`src/rtl/pwm_peripheral.sv`:
```
// Sixteen-channel PWM output stage: shared prescaler, 8-bit period counter and
// double-buffered duty register feeding per-channel enable/mode muxes.
//
// Ports:
//   clk, rst_n          - system clock, async active-low reset
//   en_reg_out_*        - per-channel output enables (15..8, 7..0)
//   en_reg_pwm_*        - per-channel PWM-mode enables (15..8, 7..0)
//   pwm_duty_cycle      - requested duty, taken into use at each period wrap
//   out                 - registered channel outputs
//   period_start        - one-clk pulse on the first clk of each period
module pwm_peripheral #(
  parameter int PRESCALE = 13
) (
  input  logic        clk,
  input  logic        rst_n,
  input  logic [7:0]  en_reg_out_7_0,
  input  logic [7:0]  en_reg_out_15_8,
  input  logic [7:0]  en_reg_pwm_7_0,
  input  logic [7:0]  en_reg_pwm_15_8,
  input  logic [7:0]  pwm_duty_cycle,
  output logic [15:0] out,
  output logic        period_start
);

  localparam int PW = (PRESCALE > 1) ? $clog2(PRESCALE) : 1;
  localparam logic [PW-1:0] PRE_LAST = PW'(PRESCALE - 1);

  logic [PW-1:0] pre_q, pre_d;
  logic [7:0]    cnt_q, cnt_d;
  logic [7:0]    duty_q, duty_d;
  logic [15:0]   out_q, out_d;
  logic          ps_q, ps_d;

  logic          tick;
  logic          wrap;
  logic          pwm_hi;
  logic [15:0]   en_out;
  logic [15:0]   en_pwm;

  assign en_out = {en_reg_out_15_8, en_reg_out_7_0};
  assign en_pwm = {en_reg_pwm_15_8, en_reg_pwm_7_0};

  assign tick = (pre_q == PRE_LAST);
  assign wrap = tick && (cnt_q == 8'hFF);

  // 0xFF is forced high so that full duty never shows a one-tick gap at cnt 255.
  assign pwm_hi = (duty_q == 8'hFF) || (cnt_q < duty_q);

  always_comb begin
    pre_d  = tick ? '0 : pre_q + PW'(1);
    cnt_d  = tick ? cnt_q + 8'd1 : cnt_q;
    duty_d = wrap ? pwm_duty_cycle : duty_q;
    ps_d   = wrap;
    out_d  = en_out & (~en_pwm | {16{pwm_hi}});
  end

  always_ff @(posedge clk or negedge rst_n) begin
    if (!rst_n) begin
      pre_q  <= '0;
      cnt_q  <= 8'h00;
      duty_q <= 8'h00;
      out_q  <= 16'h0000;
      ps_q   <= 1'b0;
    end else begin
      pre_q  <= pre_d;
      cnt_q  <= cnt_d;
      duty_q <= duty_d;
      out_q  <= out_d;
      ps_q   <= ps_d;
    end
  end

  assign out          = out_q;
  assign period_start = ps_q;

endmodule

```
`config.mk`:
```
export PLATFORM = sky130hd
export DESIGN_NAME = pwm_peripheral
export DESIGN_NICKNAME = d
export VERILOG_FILES = /design/src/rtl/pwm_peripheral.sv
export SDC_FILE = /design/constraint.sdc
export NUM_CORES = 1
export LEC_CHECK = 0
export BUFFER_PORTS_ARGS = -buffer_cell sky130_fd_sc_hd__buf_4
export CAP_MARGIN = 25
export CORE_MARGIN = 3
export CORE_UTILIZATION = 44
export DETAILED_ROUTE_END_ITERATION = 16
export PLACE_DENSITY = 0.75
export SYNTH_ARGS = -nofsm -noshare
export SYNTH_HDL_FRONTEND = slang
export SYNTH_SLANG_ARGS = --single-unit
```
`constraint.sdc`:
```
create_clock -name clk -period 1.7 [get_ports clk]
set_input_delay 0.17 -clock clk [delete_from_list [all_inputs] [get_ports clk]]
set_output_delay 0.17 -clock clk [all_outputs]
set_load 0.02 [all_outputs]
```
# Word-level counts from Yosys, hierarchy flattened
# Cells that the tools add are included.
totals:
  register_bits: 37
  in_bits: 42
  out_inout_bits: 17
  word_cells: 17
op_classes:
  n_addsub: 2
  n_lt_le_gt_ge: 1
  n_eq_ne: 3
  n_mux: 1
  bitwise_logic: 3
  reduce_logical: 2
op_table:
  columns: ["operator", "count"]
  rows:
  - ["$and 16x16->16", 1]
  - ["$eq 8x8->1 const B", 2]
  - ["$not 16->16", 1]
  - ["$or 16x16->16", 1]
  - ["$add 8x1->8 const B", 1]
  - ["$lt 8x8->1", 1]
  - ["$add 4x1->4 const B", 1]
  - ["$eq 4x4->1 const B", 1]
  - ["$mux 4", 1]
  - ["$logic_and 1x1->1", 1]
  - ["$logic_or 1x1->1", 1]

# Longest topological paths before layout
# Gate-level depths: netlist of run 1.
depth:
  depth_word: 4
  depth_mapped: 7
  ltp_nobuf: 6

# Worst setup path after synthesis of run 1
# No wires, ideal clock.
synth_timing:
  kind: "register -> register"
  startpoint: "register cnt_q[6]"
  endpoint: "register out_q[10] (netlist: out[10])"
  arrival_time_ps: 1652
  slack_ps: -80
  stages_incl_launch_ff: 7
  n_path_buf: 1
  synth_period_minus_slack_ps: 1780
  cell_sequence: "dfrtp_1 -> ha_1 -> and4_1 -> o21ai_0 -> o32ai_2 -> clkbuf_2 -> a21boi_0"
synth_via:
  elab_chain_len: 4
synth_lines:
  columns: ["item", "line", "text"]
  rows:
  - ["from (decl)", "29", "logic [7:0] cnt_q, cnt_d;"]
  - ["from (signal assigned)", "66", "cnt_q <= cnt_d;"]
  - ["$lt 8x8->1", "47", "assign pwm_hi = (duty_q == 8'hFF) || (cnt_q < duty_q);"]
  - ["$logic_or 1x1->1", "47", null]
  - ["$or 16x16->16", "54", "out_d = en_out & (~en_pwm | {16{pwm_hi}});"]
  - ["$and 16x16->16", "54", null]
  - ["named net out_d[10]", "31", "logic [15:0] out_q, out_d;"]
  - ["to (signal assigned)", "68", "out_q <= out_d;"]
  - ["to (decl)", "31", null]
# The timed path passes the listed nets, and every way through them passes these cells.
# A chain may end at the register's enable or synchronous reset.

# Worst setup path after layout of run 1
layout_timing:
  startpoint: "register cnt_q[6]"
  endpoint: "register out_q[9] (netlist: out[9])"
# Same word-level chain as after synthesis.

==> flow_summary.ini, run 1 <==
[outcome]
status = finished, final reports clean

[floorplanning]
num_rows = 21
initial_core_util_pct = 47.2
ios = 59
core_region_area_mm2 = 0.00344
die_h_um = 66.8
dieArea_mm2 = 0.00446
fp.dieW_um = 66.8

[synth]
netlist_area_mm2 = 0.00163
synthArstFlopShare_pct = 100
synth.top_cells.by_count = 37 x dfrtp_1, 16 x a21boi_0, 11 x inv_1, 10 x ha_1, 9 x mux2_2
yosys_warnings = 0
yosysSeqAreaShare_pct = 57.0
yosysUniqueCellTypes = 25
synth.largest_area_cell = dfrtp_1
synth_fp_nets = 175
synth_edf_count = 0
synth.avg_cell_area_um2 = 13.2
synth_area_leaders = dfrtp_1 57%, ha_1 7.7%, a21boi_0 7.4%, mux2_2 6.2%, xnor2_1 2.7%
synth_top_flop_cell = dfrtp_1
synthCells = 123
synth_top_cell_area_share_pct = 57.0
synth-seq-cells = 37
yosys.cell_count.top_type = dfrtp_1

[layout]
drive_gt1_share_pct = 62.6
area_growth_pct = 59.0
stdcell_area_mm2 = 0.00258
antenna_cells = 0
nNetsFinal = 265

[timing]
fin_crit_sh_pct = 98.7
maxSlewHeadroom_pct = 69.9
hold_ws_ps = 43.6
fin_crit_ps = 1680
final_max_slew_viol_count = 0
setup-violations-final = 0
grt_setup_unrepaired = yes
hold_viol_final = 0
max_freq_mhz = 596
worst_slew_pin_slew_ps = 452
setup_tns_ps = 0
fin_skew_ps = 5.57

[routing]
route.vias.total = 1285
drc_errors = 0
ant_nets = 0
drt_iter0_markers = 36
drtPass1Iterations = 4
drt-total-wl_mm = 3.90
via_per_inst = 4.94
wire_per_inst_um = 15.0

[placement]
dpl_cell_area_mm2 = 0.00224
port_buffers = 58
gp_congestion = 0.810
place_hpwl_mm = 2.66

[global_routing]
busiest_layer = met2
grt.overflow.total = 0
use_met3_pct = 7.08
antenna_found_initial = 0
grt_pass1_wl_mm = 6.06
groute.layer.met2.usage_pct = 31.9
grt_pass1_vias = 1408
grt_max_degree = 38
grtUsageMet1_pct = 20.0
track_usage_pct = 18.5

[worst_setup_path]
cp-end-kind = flip-flop
cpLargestDelayFamily = flip-flops
worstPathCellList = ha_4, and4_4, o21ai_4, o32ai_4, buf_6, a21boi_2
critPathLaunchType = flip-flop
critPathMaxFanout = 8
worstPathArrival_ps = 1850
cpMaxStageDelayCell = dfrtp_2
critical_path.max_stage_delay_ps = 430
cp.buffers_inverters = 1
required_ps = 1870
path_class = reg2reg

[flow_run]
drv_cap = 0

[clock_tree]
cts.sinks = 37
clockBufferDepth = 2
tritoncts = done
cts-buffers-inserted = 5
clk_latency_ps = 280
root_buffer = clkbuf_8
ctsHtreeMaxLevel = 2
path_clk_slew_ps = 70

[worst_hold_path]
hp-class = in2reg

[power_and_ir_drop]
totalPowerFinal_uw = 1930
peakVddDrop_mv = 0.533
leakage_uw = 0.00128
powerDensity_mw_per_mm2 = 747
==> path summary, 6_finish.rpt <==
check                                      from                    to  slack [ps]  depth (start not counted)
setup / recovery           cnt_q[6]$_DFFE_PN0P_      out[9]$_DFF_PN0_          20                          6
hold / removal               en_reg_pwm_15_8[6]     out[14]$_DFF_PN0_          40                          2
setup reg to reg           cnt_q[6]$_DFFE_PN0P_      out[9]$_DFF_PN0_          20                          6
hold reg to reg              pre_q[3]$_DFF_PN0_    pre_q[3]$_DFF_PN0_         490                          1
max in group asynchronous                 rst_n  cnt_q[6]$_DFFE_PN0P_         990                          2
min in group asynchronous                 rst_n  cnt_q[6]$_DFFE_PN0P_         380                          2
==> final cells by class <==
class	count	area [um^2]
flip-flops and latches	37	927
fillers	209	857
multi-input cells	74	795
repair buffers	84	644
clock buffers	6	82.6
well taps	46	57.6
inverters	11	41.3
clock inverters	2	37.5
==> sequential cells by signal, indices dropped and copies added (netlist names) <==
| name | cells |
|---|---|
| cnt_q | 8 |
| duty_q | 8 |
| out | 16 |
| period_start | 1 |
| pre_q | 4 |
==> report_power, final <==
part	leakage [uW]	switching (uW)	internal, uW	total, uW
clock network	0.0000574	300	477	777
registers	0.000440	12.2	909	921
logic	0.000783	97.4	136	234
total	0.00128	410	1520	1930
==> what timing repair did <==
action / in CTS / in global routing
resized for setup: 27 / 11
gates cloned: 1 / 1
setup buffers: 5 / 6
pin swaps: 10 / 11
hold buffers: 1 / 0
endpoints found under the hold margin: 37 / 0
endpoints found under the setup margin: 16 / 26
==> through the flow <==
stage               utilization (%)  worst slack, ps  instances
floorplan                         -            -21.0        123
finish                         75.1             21.9        260
detailed placement             65.1             -450        240
CTS                            73.4            -33.4        255
global placement               65.1             -333        240
global route                   75.1            -49.3        260
==> kinds of logic after synthesis <==
kind of cell    Yosys count  synth area share, %
xor+xnor                  8                 4.31
mux                       9                 6.24
simple gates             20                 7.85
fa+ha+maj                10                 7.70
buf+inv                  13                 3.54
compound gates           26                 13.4
flops                    37                 57.0
==> routing by layer <==
| metal | up-vias | share of wire [%] |
|---|---|---|
| li1 | 607 | - |
| met1 | 619 | 38 |
| met5 | - | 0 |
| met3 | 6 | 9.4 |
| met2 | 53 | 51 |
| met4 | 0 | 1.5 |
==> cell usage in the layout, fill, tap and decap left out, drive strengths merged, types with 3 or more instances in the layout <==
cell type	instances
buf	83
dfrtp	37
a21boi	16
inv	11
ha	10
mux2	9
clkbuf	6
nor2	6
xnor2	5
nand2	5
nand4	5
xor2	3
and3	3
(Power assumes the default switching activity.)
==> run 2, diff against run 1 <==
- ABC_AREA: unset -> 1
- CAP_MARGIN: 25 -> 0
- PLACE_DENSITY: 0.75 -> unset
- PLACE_DENSITY_LB_ADDON: unset -> 0.3
==> run 2 against run 1 <==
  * Final cell count grew 16%
  * First-iteration DRC count grew 44%
  * Die area grew 5.1%
  * Synthesized cell count grew 50%
  * Clock-buffer cell count grew 1
  * Hold slack gained 36 ps
  * Register-to-register slack gained 140 ps
  * Clock skew grew 1.0 ps
  * Critical path type unchanged
  * Largest power group unchanged
==> flow_summary.ini, run 2 <==
[synth]
synth_top_cell_area_share_pct = 53.9
synth-seq-cells = 37
synth.avg_cell_area_um2 = 9.28
synthAdderAreaFrac_pct = 7.29
synth-compound-area-share_pct = 3.72
synth-simple-area-share_pct = 20.9
yosys.cell_count.top_type = nand2_1
yosysSeqAreaShare_pct = 53.9
synth_edf_count = 0
synthArstFlopShare_pct = 100
synth.largest_area_cell = dfrtp_1
synth_area_leaders = dfrtp_1 54%, nand2_1 9.6%, inv_1 8.5%, ha_1 7.3%, nand3_1 5.5%
yosys_warnings = 0
synth_top_family_by_area = simple AND/OR/NAND/NOR gates
synth_top_flop_cell = dfrtp_1
yosysUniqueCellTypes = 21
synthXorXnorAreaFrac_pct = 4.08
synthCells = 185
muxShareOfSynthArea_pct = 0
synth.top_cells.by_count = 44 x nand2_1, 39 x inv_1, 37 x dfrtp_1, 19 x nand3_1, 10 x ha_1
synth_fp_nets = 237
netlist_area_mm2 = 0.00172

[worst_hold_path]
hold_start = en_reg_out_7_0[5]
hp-class = in2reg
min_to = out[5]$_DFF_PN0_
hold_path_depth = 3

[worst_setup_path]
worstPathArrival_ps = 1750
critical_path.max_stage_delay_ps = 360
r2r_slack_ps = 170
critPathLaunchType = flip-flop
path_class = reg2reg
reg2reg_from = duty_q[5]$_DFFE_PN0P_
critPathMaxFanout = 16
cpMaxStageDelayCell = dfrtp_1
cp-end-kind = flip-flop
ff2ff_path_depth = 10
cp.buffers_inverters = 3
worstPathCellList = inv_1, ha_1, a21oi_1, nor2_1, nor3_1, nand2_1, buf_12, nand3_1, nand2_1, inv_1
cpLargestDelayFamily = simple AND/OR/NAND/NOR gates
required_ps = 1920
reg2reg_to = out[0]$_DFF_PN0_

[timing]
final_max_slew_viol_count = 0
max_freq_mhz = 652
setup_tns_ps = 0
hold_viol_final = 0
fin_crit_ps = 1530
maxSlewHeadroom_pct = 70.2
setup-violations-final = 0
hold_ws_ps = 80.0
fin_crit_sh_pct = 90.3
grt_setup_unrepaired = no
fin_skew_ps = 6.57
worst_slew_pin_slew_ps = 446

[routing]
wire_per_inst_um = 10.7
drt_iter0_markers = 52
via_per_inst = 4.50
drtPass1Iterations = 3
drt-total-wl_mm = 3.21
route.vias.total = 1355
ant_nets = 0
drc_errors = 0

[power_and_ir_drop]
leakage_uw = 0.00135
totalPowerFinal_uw = 1660
peakVddDrop_mv = 0.413
powerDensity_mw_per_mm2 = 706

[layout]
largest_reg_flops = 16
area_growth_pct = 36.9
antenna_cells = 0
layout_common_cells = 61 x buf_4, 44 x nand2_1, 39 x inv_1
drive_gt1_share_pct = 29.6
mostFrequentLayoutCell = buf_4
fin_cells = 301
nNetsFinal = 305

[flow_run]
drv_cap = 0

[floorplanning]
core_region_area_mm2 = 0.00372
ios = 59
die_h_um = 68.5
dieArea_mm2 = 0.00469
num_rows = 22
fp.dieW_um = 68.5
initial_core_util_pct = 46.2

[clock_tree]
ctsResizeCount = 0
ctsHtreeMaxLevel = 2
cts.sinks = 37
clockBufferDepth = 2
clk_latency_ps = 280
path_clk_slew_ps = 70
root_buffer = clkbuf_8
cts-buffers-inserted = 5
tritoncts = done

[placement]
port_buffers = 58
place_hpwl_mm = 2.52
gp_congestion = 0.786
dpl.cell_count = 292

[global_routing]
antenna_found_initial = 0
grt_max_degree = 38
grt_pass1_wl_mm = 5.55
grt.overflow.total = 0
grt_pass1_vias = 1353
track_usage_pct = 16.2

[outcome]
status = finished, final reports clean
run 2: cell count changes after synthesis, sizes merged, moves of 2 or more:
cell	change
o21ai	+7
nor2	-2
inv	+28
nor3	+3
xor2	+2
nand4	-2
xnor2	-2
a21boi	-16
buf	+2
nand2	+40
and3	-3
nand3	+20
mux2	-9
run 2: logic make-up after synthesis:
logic type,Yosys count
flip-flops,37
XOR/XNOR,8
adder cells (fa/ha/maj),10
buffers and inverters,43
AO/OA/AOI/OAI,12
AND/OR/NAND/NOR,75
run 2: timing repair:
| item | CTS | global route |
|---|---|---|
| hold endpoints to repair | 37 | 0 |
| setup endpoints to repair | 0 | 2 |
| hold buffers | 1 | 0 |
| setup buffers | 0 | 1 |
run 2: worst reg2reg max path: cells and delay by family, from the launching register on:
family	cells	cell delay, ps
compound gates	1	150
fa+ha+maj	1	240
buf+inv	3	290
flops	1	360
simple gates	5	430
run 2: worst max path at each step:
stage,slack [ps],cells past startpoint,from,endpoint
2_1_floorplan,130,9,cnt_q[5]$_DFFE_PN0P_,out[10]$_DFF_PN0_
3_3_place_gp,180,11,cnt_q[3]$_DFFE_PN0P_,out[1]$_DFF_PN0_
3_5_place_dp,180,8,pre_q[0]$_DFF_PN0_,duty_q[2]$_DFFE_PN0P_
4_1_cts,160,10,duty_q[5]$_DFFE_PN0P_,out[0]$_DFF_PN0_
5_1_grt,5,10,duty_q[5]$_DFFE_PN0P_,out[8]$_DFF_PN0_
6_report,170,10,duty_q[5]$_DFFE_PN0P_,out[0]$_DFF_PN0_
run 2: through the flow:
step	utilization, %	cell area, um^2	setup WS (ps)
3_3_place_gp	60.4	2250	182
6_report	63.2	2350	166
3_5_place_dp	60.4	2250	177
4_1_cts	63.0	2340	158
2_1_floorplan	-	1720	132
5_1_grt	63.2	2350	5.41
run 2: power breakdown:
| part | internal, uW | switching, uW | total, uW |
|---|---|---|---|
| Sequential | 900 | 5.69 | 905 |
| Clock | 321 | 271 | 592 |
| Combinational | 91.0 | 70.3 | 161 |
| Total | 1310 | 347 | 1660 |
run 2: area by class of cell:
cell class | instances | area, um^2
clock buffer | 7 | 86.3
fill | 337 | 1370
multi-input combinational | 105 | 618
tap | 48 | 60.1
inverter | 40 | 151
timing repair buffer | 64 | 508
sequential | 37 | 926
run 2: per-layer routing:
metal,part of all wire (%),global-route usage [%],wire length [um],vias up
met2,49,26.2,1580,46
met4,0.44,4.47,14,0
li1,-,-,-,698
met3,10,8.05,323,2
met5,0,0,0,-
met1,40,18.9,1290,609
==> run 3, diff against run 2 <==
- CORE_UTILIZATION: 44 -> 46
- CTS_BUF_LIST: unset -> sky130_fd_sc_hd__clkbuf_4
==> run 3 against run 2 <==
  * Non-clock buffer count increased by 8
  * Clock power is 19% lower
  * Clock-buffer cell count did not move
  * Highest routed layer unchanged
  * Sequential power about the same
  * Hold slack worse by 67 ps
  * Clock skew increased by 0.55 ps
  * Critical endpoint is now out[13]$_DFF_PN0_
  * Largest power group unchanged
  * Wire length rose by 10%
  * First-iteration DRC count up 9.6%
  * Global-route usage up 0.49 points
==> flow_summary.ini, run 3 (synthesis results as in run 2) <==
[layout]
nNetsFinal = 313
multiInputGateArea_um2 = 637
mostFrequentLayoutCell = buf_4
antenna_cells = 0
seq_area_um2 = 926
largest_reg_flops = 16
area_growth_pct = 40.7
num-fill-cells = 278
layout_common_cells = 63 x buf_4, 43 x nand2_1, 38 x inv_1
drive_gt1_share_pct = 31.7
fin_cells = 308

[power_and_ir_drop]
leakage_uw = 0.00137
switchingPower_uw = 363
switching_share_pct = 23.3
combPwrFrac_pct = 11.2
clkPwrFrac_pct = 30.8
powerDensity_mw_per_mm2 = 645
peakVddDrop_mv = 0.414
power.internal_uw = 1190
pwr-share-seq_pct = 58.1

[timing]
final_max_slew_viol_count = 0
max_freq_mhz = 638
setup-violations-final = 0
hold_viol_final = 0
setup_tns_ps = 0
fin_skew_ps = 7.12
worst_slew_pin_slew_ps = 464
fin_crit_sh_pct = 92.2
maxSlewHeadroom_pct = 69.1
grt_setup_unrepaired = no
fin_crit_ps = 1570

[floorplanning]
die_h_um = 67.1
ios = 59
initial_core_util_pct = 49.5
dieArea_mm2 = 0.00450
core_region_area_mm2 = 0.00347
fp.dieW_um = 67.1
num_rows = 21

[global_routing]
groute.layer.met2.usage_pct = 25.4
antenna_found_initial = 0
grtUsageMet1_pct = 19.8
grt_pass1_wl_mm = 5.49
use_met3_pct = 8.43
grt_max_degree = 38
busiest_layer = met2
track_usage_pct = 16.7
grt_pass1_vias = 1301
grt.overflow.total = 0

[worst_setup_path]
path_class = reg2reg
critPathMaxFanout = 16
critPathLaunchType = flip-flop
required_ps = 1980
cp-end-kind = flip-flop
worstPathArrival_ps = 1850

[routing]
drt-total-wl_mm = 3.55
drtPass1Iterations = 4
drt_iter0_markers = 57
drc_errors = 0
route.vias.total = 1425
wire_per_inst_um = 11.5
ant_nets = 0
via_per_inst = 4.63

[placement]
dpl.cell_count = 290
gp_congestion = 0.749
place_hpwl_mm = 2.60
port_buffers = 58

[clock_tree]
ctsHtreeMaxLevel = 2
cts.sinks = 37
path_clk_slew_ps = 110
root_buffer = clkbuf_4
tritoncts = done
cts-buffers-inserted = 5
clockBufferDepth = 2
clk_latency_ps = 340

[flow_run]
drv_cap = 0

[worst_hold_path]
hp-class = in2reg

[outcome]
status = finished, final reports clean
## run 3: cell types whose count changed in the layout (fill, tap and decap cells not counted), sizes merged
| cell | change |
|---|---|
| clkinvlp | +1 |
| buf | +2 |
| dlygate4sd3 | +6 |
## run 3: path summary, 6_finish.rpt
| path | start | to | slack (ps) | cells past startpoint |
|---|---|---|---|---|
| worst max-delay path | duty_q[7]$_DFFE_PN0P_ | out[13]$_DFF_PN0_ | 130 | 10 |
| worst min-delay path | en_reg_out_7_0[5] | out[5]$_DFF_PN0_ | 10 | 3 |
| worst max register to register | duty_q[7]$_DFFE_PN0P_ | out[13]$_DFF_PN0_ | 130 | 10 |
| worst min register to register | cnt_q[2]$_DFFE_PN0P_ | cnt_q[2]$_DFFE_PN0P_ | 530 | 1 |
| max in group asynchronous | rst_n | pre_q[2]$_DFF_PN0_ | 1060 | 2 |
| min in group asynchronous | rst_n | duty_q[1]$_DFFE_PN0P_ | 320 | 2 |
## run 3: final cells by class
type | count | share of cell area (%)
clock buffer | 7 | 2.18
clock inverter | 1 | 0.311
inverter | 40 | 6.27
multi-input combinational | 105 | 26.4
sequential | 37 | 38.3
tap | 46 | 2.38
timing repair buffer | 72 | 24.1
## run 3: repair_timing
item	in CTS	in global routing
hold endpoints to repair	37	6
gates resized for setup	0	4
hold buffers	1	6
endpoints found under the setup margin	0	13
buffers inserted	0	3
## run 3: critical path, stage by stage (launching register included)
cell and delay (ps):
dfrtp_1 380, inv_1 60, ha_1 300, nand2_2 90, nor2_1 50, nor3_1 180
nand2_1 130, buf_12 170, nand3_1 60, nand2_1 50, inv_1 50
## run 3: routing by layer
layer | vias up | wire length (um)
met5 | - | 0
met4 | 0 | 34
met3 | 4 | 288
met2 | 53 | 1760
met1 | 650 | 1460
li1 | 718 | -
## run 3: stage by stage
step	power (uW)	instance area (um^2)	hold WS (ps)	setup WS [ps]	utilization, %
after floorplan	961	1720	-126	132	-
after global placement	1080	2240	153	154	64.7
after detailed placement	1080	2240	155	111	64.7
after CTS	1560	2310	2.31	73.2	66.7
after global routing	1630	2410	-2.92	9.05	69.6
final	1560	2410	13.4	133	69.6
## run 3: power groups by stage
stage	clock network, uW	registers (uW)	logic (uW)
after floorplan	0	947	14.1
after global placement	0	920	161
after detailed placement	0	921	164
after CTS	487	904	165
after global routing	535	906	190
final	479	904	174
